<file path="config.mk">
export PLATFORM = sky130hd
export DESIGN_NAME = key_counter_ctrl
export DESIGN_NICKNAME = d
export VERILOG_FILES = /design/src/rtl/key_counter_ctrl.sv
export SDC_FILE = /design/constraint.sdc
export NUM_CORES = 1
export LEC_CHECK = 0
export BUFFER_PORTS_ARGS = -buffer_cell sky130_fd_sc_hd__buf_2
export CAP_MARGIN = 20
export CELL_PAD_IN_SITES_DETAIL_PLACEMENT = 0
export CELL_PAD_IN_SITES_GLOBAL_PLACEMENT = 1
export CORE_MARGIN = 1
export CORE_UTILIZATION = 52
export DETAILED_ROUTE_END_ITERATION = 6
export GPL_TIMING_DRIVEN = 0
export PLACE_DENSITY_LB_ADDON = 0.1
export SLEW_MARGIN = 20
export SYNTH_ARGS = -nofsm -noshare
export SYNTH_HDL_FRONTEND = slang
export SYNTH_SLANG_ARGS = --single-unit
</file>
<file path="constraint.sdc">
create_clock -name MHz -period 4.6 [get_ports MHz]
set_input_delay 0.46 -clock MHz [delete_from_list [all_inputs] [get_ports MHz]]
set_output_delay 0.46 -clock MHz [all_outputs]
set_load 0.005 [all_outputs]
</file>
<file path="src/rtl/key_counter_ctrl.sv">
// Front-panel controller: tick divider, 2-flop sync + tick-sampled debounce for
// three keys, priority arbitration and hold-to-repeat stepping of a shared counter.
module key_counter_ctrl #(
   parameter int unsigned DIV        = 5000,
   parameter int unsigned DEB_LEN    = 7,
   parameter int unsigned CNT_W      = 3,
   parameter int unsigned HOLD_TICKS = 500,
   parameter int unsigned REP_TICKS  = 100
) (
   input  logic             MHz,
   input  logic             rst_n,
   input  logic             key_up,
   input  logic             key_dn,
   input  logic             key_clr,
   output logic [CNT_W-1:0] counter,
   output logic             evt,
   output logic             led,
   output logic             tick
);

   localparam int unsigned DIV_W  = (DIV > 1) ? $clog2(DIV) : 1;
   localparam int unsigned HOLD_W = $clog2(HOLD_TICKS + 1);
   localparam int unsigned REP_W  = $clog2(REP_TICKS + 1);

   typedef enum logic [1:0] {S_IDLE, S_HELD, S_REPEAT} state_e;
   typedef enum logic [1:0] {K_UP, K_DN, K_CLR} key_e;

   logic [DIV_W-1:0]  div_q, div_d;
   logic [2:0]        sync1_q, sync2_q;
   logic [2:0]        deb;
   state_e            state_q, state_d;
   key_e              key_q, key_d, act_key;
   logic [HOLD_W-1:0] hold_q, hold_d;
   logic [REP_W-1:0]  rep_q, rep_d;
   logic [CNT_W-1:0]  cnt_q, cnt_d;
   logic              evt_q, evt_d;
   logic              act, held_lvl;

   assign tick  = (div_q == DIV_W'(DIV - 1));
   assign div_d = tick ? '0 : div_q + 1'b1;

   always_ff @(posedge MHz or negedge rst_n) begin
      if (!rst_n) begin
         div_q   <= '0;
         sync1_q <= '0;
         sync2_q <= '0;
      end else begin
         div_q   <= div_d;
         sync1_q <= {key_clr, key_dn, key_up};
         sync2_q <= sync1_q;
      end
   end

   // Bit order of deb: 0 = up, 1 = dn, 2 = clr
   for (genvar k = 0; k < 3; k++) begin : g_deb
      logic [DEB_LEN-1:0] sh_q, sh_d;
      logic               lvl_q, lvl_d;

      always_comb begin
         sh_d  = sh_q;
         lvl_d = lvl_q;
         if (tick) begin
            sh_d = {sh_q[DEB_LEN-2:0], sync2_q[k]};
            if (&sh_d)
               lvl_d = 1'b1;
            else if (~|sh_d)
               lvl_d = 1'b0;
         end
      end

      always_ff @(posedge MHz or negedge rst_n) begin
         if (!rst_n) begin
            sh_q  <= '0;
            lvl_q <= 1'b0;
         end else begin
            sh_q  <= sh_d;
            lvl_q <= lvl_d;
         end
      end

      assign deb[k] = lvl_q;
   end

   always_comb begin
      case (key_q)
         K_UP:    held_lvl = deb[0];
         K_DN:    held_lvl = deb[1];
         default: held_lvl = deb[2];
      endcase
   end

   always_comb begin
      state_d = state_q;
      key_d   = key_q;
      hold_d  = hold_q;
      rep_d   = rep_q;
      cnt_d   = cnt_q;
      evt_d   = 1'b0;
      act     = 1'b0;
      act_key = key_q;
      case (state_q)
         S_IDLE: begin
            if (|deb) begin
               if (deb[2])      act_key = K_CLR;
               else if (deb[0]) act_key = K_UP;
               else             act_key = K_DN;
               key_d   = act_key;
               state_d = S_HELD;
               hold_d  = '0;
               rep_d   = '0;
               act     = 1'b1;
            end
         end
         S_HELD: begin
            if (!held_lvl) begin
               state_d = S_IDLE;
               hold_d  = '0;
               rep_d   = '0;
            end else if (tick && hold_q != HOLD_W'(HOLD_TICKS)) begin
               // clr saturates here instead of wrapping; it never repeats
               hold_d = hold_q + 1'b1;
               if (key_q != K_CLR && hold_d == HOLD_W'(HOLD_TICKS)) begin
                  state_d = S_REPEAT;
                  rep_d   = '0;
                  act     = 1'b1;
               end
            end
         end
         S_REPEAT: begin
            if (!held_lvl) begin
               state_d = S_IDLE;
               hold_d  = '0;
               rep_d   = '0;
            end else if (tick) begin
               rep_d = rep_q + 1'b1;
               if (rep_d == REP_W'(REP_TICKS)) begin
                  rep_d = '0;
                  act   = 1'b1;
               end
            end
         end
         default: state_d = S_IDLE;
      endcase
      if (act) begin
         evt_d = 1'b1;
         case (act_key)
            K_UP:    cnt_d = cnt_q + 1'b1;
            K_DN:    cnt_d = cnt_q - 1'b1;
            default: cnt_d = '0;
         endcase
      end
   end

   always_ff @(posedge MHz or negedge rst_n) begin
      if (!rst_n) begin
         state_q <= S_IDLE;
         key_q   <= K_UP;
         hold_q  <= '0;
         rep_q   <= '0;
         cnt_q   <= '0;
         evt_q   <= 1'b0;
      end else begin
         state_q <= state_d;
         key_q   <= key_d;
         hold_q  <= hold_d;
         rep_q   <= rep_d;
         cnt_q   <= cnt_d;
         evt_q   <= evt_d;
      end
   end

   assign counter = cnt_q;
   assign evt     = evt_q;
   assign led     = (state_q != S_IDLE);

endmodule

</file>
==> results of run 1 <==
[final cells by class]
class	count	area, um2	area share
clock buffer	9	124	0.0337
multi-input combinational	263	1590	0.433
clock inverter	7	95.1	0.0259
inverter	17	63.8	0.0174
timing repair buffer	11	72.6	0.0197
tap	75	93.8	0.0255
buffer	9	33.8	0.00919
sequential	64	1600	0.436
[kinds of logic (layout without fill, tap and decap cells)]
kind of cell	after synthesis	in the layout
buffers and inverters	26	53
and+or+nand+nor	171	171
muxes	3	3
adders and majority gates	10	10
DFF	64	64
xor gates and xnor gates	10	10
AOI/OAI and AO/OA	69	69
[power by group through the flow]
stage	sequential, uW	combinational (uW)	clock (uW)
finish	566	15.6	535
global route	566	18.9	575
global placement	577	14.1	0
floorplan	577	1.22	0
CTS	566	16.9	545
detailed placement	577	16.8	0
[registers in the layout, indices dropped and copies added (netlist names), 3 cells and up]
register     cells
g_deb.sh_q      18
div_q           13
hold_q           9
rep_q            7
counter          3
g_deb.lvl_q      3
sync1_q          3
sync2_q          3
[cell usage in the layout (no fill, tap or decap), drive strengths merged, types with 2 or more instances in the layout]
cell type  netlist  final
bufinv           0      2
clkinv           0      3
buf              0     11
a32o             2      2
o41ai            2      2
nor4             7      7
clkbuf           9     18
a21oi           15     15
dfrtp           64     64
mux2             3      3
and2             2      2
ha               9      9
nand2b           7      7
o21ai           28     28
nor2b            2      2
or3              9      9
o211a            2      2
or4              4      4
nor2            18     18
o31ai            6      6
nand3           14     14
and3             6      6
inv             17     18
nand3b           2      2
xor2             4      4
nand4            6      6
nand2           76     76
o21a             2      2
or4b             2      2
a21o             3      3
nor3             8      8
o211ai           3      3
and4             3      3
xnor2            6      6
[through the flow]
| stage | cell area [um2] | total power, uW | hold slack (ps) | utilization | instances |
|---|---|---|---|---|---|
| floorplan | 3290 | 578 | 164 | - | 353 |
| global placement | 3430 | 591 | 332 | 0.570 | 438 |
| detailed placement | 3460 | 594 | 339 | 0.574 | 439 |
| CTS | 3680 | 1130 | 49.5 | 0.610 | 455 |
| global route | 3680 | 1160 | 57.5 | 0.610 | 455 |
| finish | 3680 | 1120 | 37.1 | 0.610 | 455 |
[worst max path at each step]
stage                      startpoint  cells after the start                     end  slack, ps
6_report       state_q[0]$_DFFE_PN0P_                     11  counter[2]$_DFFE_PN0P_       1920
5_1_grt         hold_q[0]$_DFFE_PN0P_                      9    rep_q[3]$_DFFE_PN0P_       1710
4_1_cts        state_q[0]$_DFFE_PN0P_                     11  counter[2]$_DFFE_PN0P_       1910
3_5_place_dp   state_q[0]$_DFFE_PN0P_                     11  counter[2]$_DFFE_PN0P_       1920
3_3_place_gp      div_q[11]$_DFF_PN0_                      6  counter[1]$_DFFE_PN0P_       1930
2_1_floorplan   hold_q[0]$_DFFE_PN0P_                      8  counter[0]$_DFFE_PN0P_       2230
[metal layers]
layer	up-vias	GRT usage
li1	1297	-
met2	39	0.341
met1	1206	0.310
met4	0	0.0875
met3	10	0.0533
met5	-	0
==> metrics.txt, run 1 <==
Vias per Instance=5.61; mux cell area share after synthesis=0.0103; Post-synth EDFFs=0; count leader, synth=nand2_1; RSZ-0062 raised after global routing=no; # resized after CTS=0; Antenna Cells=0; DRC=0; Routed met1 length=3.19 mm; routed length on met3=199 um; GRT overflow=0; Seq pwr share=0.507; Final period util=0.583; post-synth top area share=0.487; Layout area overhead=11.7%; Final #Nets=390; clk_lat worst skew=340 ps; Slew @ Worst Pin=684 ps; TritonCTS Buffers=9; Worst setup SP type=flop; Avg WL per Cell=13.9 um; Ys Warns=0; full die area=6650 um2; DR vias=2552; Syn Nets=368; WS Path Type=flop to flop; Fmax=373 MHz; IO Port Bufs=10; met2 WL=2.83 mm; synthesized cell area=3290 um2; worst reg-to-reg path cell count=11; Hold Fails Final Rpt=0; PwrDens=304 nW/um2; max-slew violation total from the final report=0; Comb pwr share=0.014; Mapped Cells=353; Post-CTS Hold Fix Bufs=0; Power Internal=875 uW; Post-Synth XOR/XNOR Area=0.0266; final setup skew=8.58 ps; Switching Share=0.217; Post-Synth Adder-Cell Area=0.0403; largest net degree at the start of global routing=37; Clk pwr share=0.479; DPL Wire Length=4.29 mm; Syn Area/Cell=9.32 um2; Hold Path Class=input port to asynchronous set/reset pin; CP arrival=2910 ps; initial antenna violation count=0; CTS tree=built; top routing layer in use=met4; status=finished clean; Routed WL=6.31 mm; Root Driver=clkbuf_8; Max Fanout on Critical Path=10; CP top delay family=compound AO/OA/AOI/OAI gates; WP buf/inv=2; cell taking the most area after synthesis=dfrtp_1; final setup vio count=0; main flop type after synthesis=dfrtp_1; Slew headroom=0.541; Core Box Area=6030 um2; Post CTS Setup Buffer Count=0; clock buffer depth=2; Post-synth top cells=nand2_1, dfrtp_1, nor2_1; Pleak=0.00175 uW; pre-CTS WS=1920 ps; sequential element share of the synthesized area=0.487; data required time of the worst path=4820 ps; initial core utilization=0.546; DR iter-0 viols=135; FP Rows=28; worst path cell trace=inv_1, ha_1, clkbuf_1, o21ai_0, a22o_1, nand2b_1, fa_1, xnor2_1, o21a_1, o21ai_1, o2bb2ai_1; largest family of logic cells by synthesized area=simple AND/OR/NAND/NOR gates; vias in the first global route=2405; first-pass GRT wire length=11.1 mm; Yosys reg bits=64; critical path's slowest cell=dfrtp_1; count of clock tree sinks=64; layout cell share with drive strength beyond 1=0.0947; worst r2r src=state_q[0]$_DFFE_PN0P_; area fraction in compound gates after synthesis=0.133; net switching power=242 uW; Tot GR Track Use=0.225; Final TNS setup=0 ps; critical path capture point type=flop; max-cap violations=0; Distinct cells, synth=49; Post-DRT Antenna Nets=0; die width=81.6 um; total number of H-tree levels=3; Worst-path clk slew=70 ps; CP peak stage delay=420 ps; FF-to-FF End=counter[2]$_DFFE_PN0P_; minimum clock period=2680 ps; top cells by area, synth=dfrtp_1, nand2_1, ha_1, o21ai_1, a21oi_1; FF-to-FF setup slack=1920 ps; ys async rst share=1.00; Fillers=536; Die Ht=81.6 um; IO Count=11; Post-Synth Simple-Gate Area=0.274; worst setup margin=1920 ps; peak supply drop=0.253 mV; TritonRoute pass-1 iters=4; routability-driven placement congestion ratio=0.806
Note: power is estimated with default switching activity, not from simulation.
==> inputs of run 2 (changes only) <==
--- a/config.mk
+++ b/config.mk
@@ -10,7 +10,7 @@
 export CELL_PAD_IN_SITES_DETAIL_PLACEMENT = 0
 export CELL_PAD_IN_SITES_GLOBAL_PLACEMENT = 1
 export CORE_MARGIN = 1
-export CORE_UTILIZATION = 52
+export CORE_UTILIZATION = 43
 export DETAILED_ROUTE_END_ITERATION = 6
 export GPL_TIMING_DRIVEN = 0
 export PLACE_DENSITY_LB_ADDON = 0.1
==> constraint.sdc (replaced) <==
create_clock -name MHz -period 2.25 [get_ports MHz]
set_input_delay 0.225 -clock MHz [delete_from_list [all_inputs] [get_ports MHz]]
set_output_delay 0.225 -clock MHz [all_outputs]
set_load 0.005 [all_outputs]
==> metrics.txt, run 2 (synthesis results as in run 1) <==
total number of H-tree levels=3; Fillers=680; Vias per Instance=5.29; initial antenna violation count=0; final setup vio count=14; failing checks=setup timing; data required time of the worst path=2510 ps; DRC=0; TritonRoute pass-1 iters=4; critical path's slowest cell=or4b_4; IO Count=11; Worst-path clk slew=80 ps; worst path cell trace=or4b_4, nor4_4, buf_4, o2111a_2, a21oi_4, or3_4, o31ai_2; Die Ht=89.5 um; Root Driver=clkbuf_8; Layout area overhead=24.0%; Avg WL per Cell=13.9 um; Comb pwr share=0.017; Seq pwr share=0.522; routability-driven placement congestion ratio=0.776; peak supply drop=0.506 mV; final setup skew=10.3 ps; layout cell share with drive strength beyond 1=0.241; Power Internal=1710 uW; minimum clock period=2410 ps; WP buf/inv=1; CP top delay family=simple AND/OR/NAND/NOR gates; Reg area=1600 um2; Slew @ Worst Pin=620 ps; first-pass GRT wire length=11.8 mm; Worst setup SP type=flop; DPL Wire Length=4.59 mm; Hold Fails Final Rpt=0; Routed WL=7.05 mm; largest net degree at the start of global routing=42; GRT overflow=0; CP peak stage delay=570 ps; vias in the first global route=2570; CP arrival=2670 ps; Fmax=416 MHz; Core Box Area=7330 um2; DR iter-0 viols=83; clock buffer depth=2; worst setup margin=-155 ps; Pleak=0.00191 uW; most frequent cells in the layout=nand2_1, dfrtp_1, buf_4; Tot GR Track Use=0.196; post-layout util=0.557; status=complete, but fails checks; WS Path Type=flop to flop; max-slew violation total from the final report=0; RSZ-0062 raised after global routing=yes; Post-DRT Antenna Nets=0; max reg flops=18; DR vias=2677; Final #Nets=417; critical path capture point type=flop; PwrDens=544 nW/um2; max-cap violations=0; area of the multi-input gates=1720 um2; Most flops, register=g_deb.sh_q; top flop regs=g_deb.sh_q x18, div_q x13, hold_q x9; IO Port Bufs=10; leading cell type in the layout, fill and taps excluded=nand2_1; initial core utilization=0.449; net switching power=508 uW; Final period util=1.07; Antenna Cells=0; clk_lat worst skew=340 ps; Switching Share=0.229; Final Non-Filler Cells=506; Slew headroom=0.587; Clk pwr share=0.461; Hold Path Class=input port to asynchronous set/reset pin; TritonCTS Buffers=9; placed cells=463; CTS tree=built; die width=89.5 um; count of clock tree sinks=64; full die area=8010 um2; FP Rows=31; Max Fanout on Critical Path=5
## run 2: area by class of cell
cell class                 instances  area share
buffer                             6      0.0113
clock buffer                      10      0.0337
clock inverter                     6      0.0162
inverter                          17      0.0156
multi-input combinational        263       0.422
sequential                        64       0.393
tap                               99      0.0303
timing repair buffer              41      0.0782
## run 2: worst paths after layout
kind	startpoint	to	slack (ps)	depth (start not counted)
max	div_q[3]$_DFF_PN0_	rep_q[4]$_DFFE_PN0P_	-160	7
min	rst_n	hold_q[4]$_DFFE_PN0P_	320	2
max reg2reg	div_q[3]$_DFF_PN0_	rep_q[4]$_DFFE_PN0P_	-160	7
min reg2reg	sync1_q[0]$_DFF_PN0_	sync2_q[0]$_DFF_PN0_	350	0
max in group asynchronous	rst_n	g_deb[2].sh_q[2]$_DFFE_PN0N_	1410	3
min in group MHz	sync1_q[0]$_DFF_PN0_	sync2_q[0]$_DFF_PN0_	350	0
## run 2: what timing repair did
item,4_1_cts,5_1_grt
setup buffers,22,4
pin swaps,11,1
resized for setup,17,33
endpoints found under the setup margin,31,24
hold buffers,4,0
endpoints found under the hold margin,26,0
## run 2: power by group through the flow
stage               clock network, uW  logic, uW  registers, uW
detailed placement                  0       35.3           1180
global placement                    0       29.9           1180
CTS                              1050       40.2           1160
global route                     1100       44.5           1160
finish                           1020       37.4           1160
floorplan                           0       2.48           1180
## run 2: metal layers
layer,share of wire,wire (um),track usage,vias to the layer above
met5,0,0,0,-
met1,0.50,3550,0.258,1287
met4,0.013,92,0.0534,0
met3,0.024,167,0.0526,8
met2,0.46,3240,0.320,33
li1,-,-,-,1349
## run 2: metrics by stage
stage	hold WS, ps	cell area, um2	TNS [ps]	setup slack (ps)	total power (uW)
after floorplan	-70.6	3300	-394	-78.2	1180
after global placement	333	3470	-9220	-398	1210
after detailed placement	160	3490	-8620	-407	1220
after CTS	322	3950	-845	-122	2250
after global routing	357	4080	-2790	-233	2300
final	320	4080	-1030	-155	2220
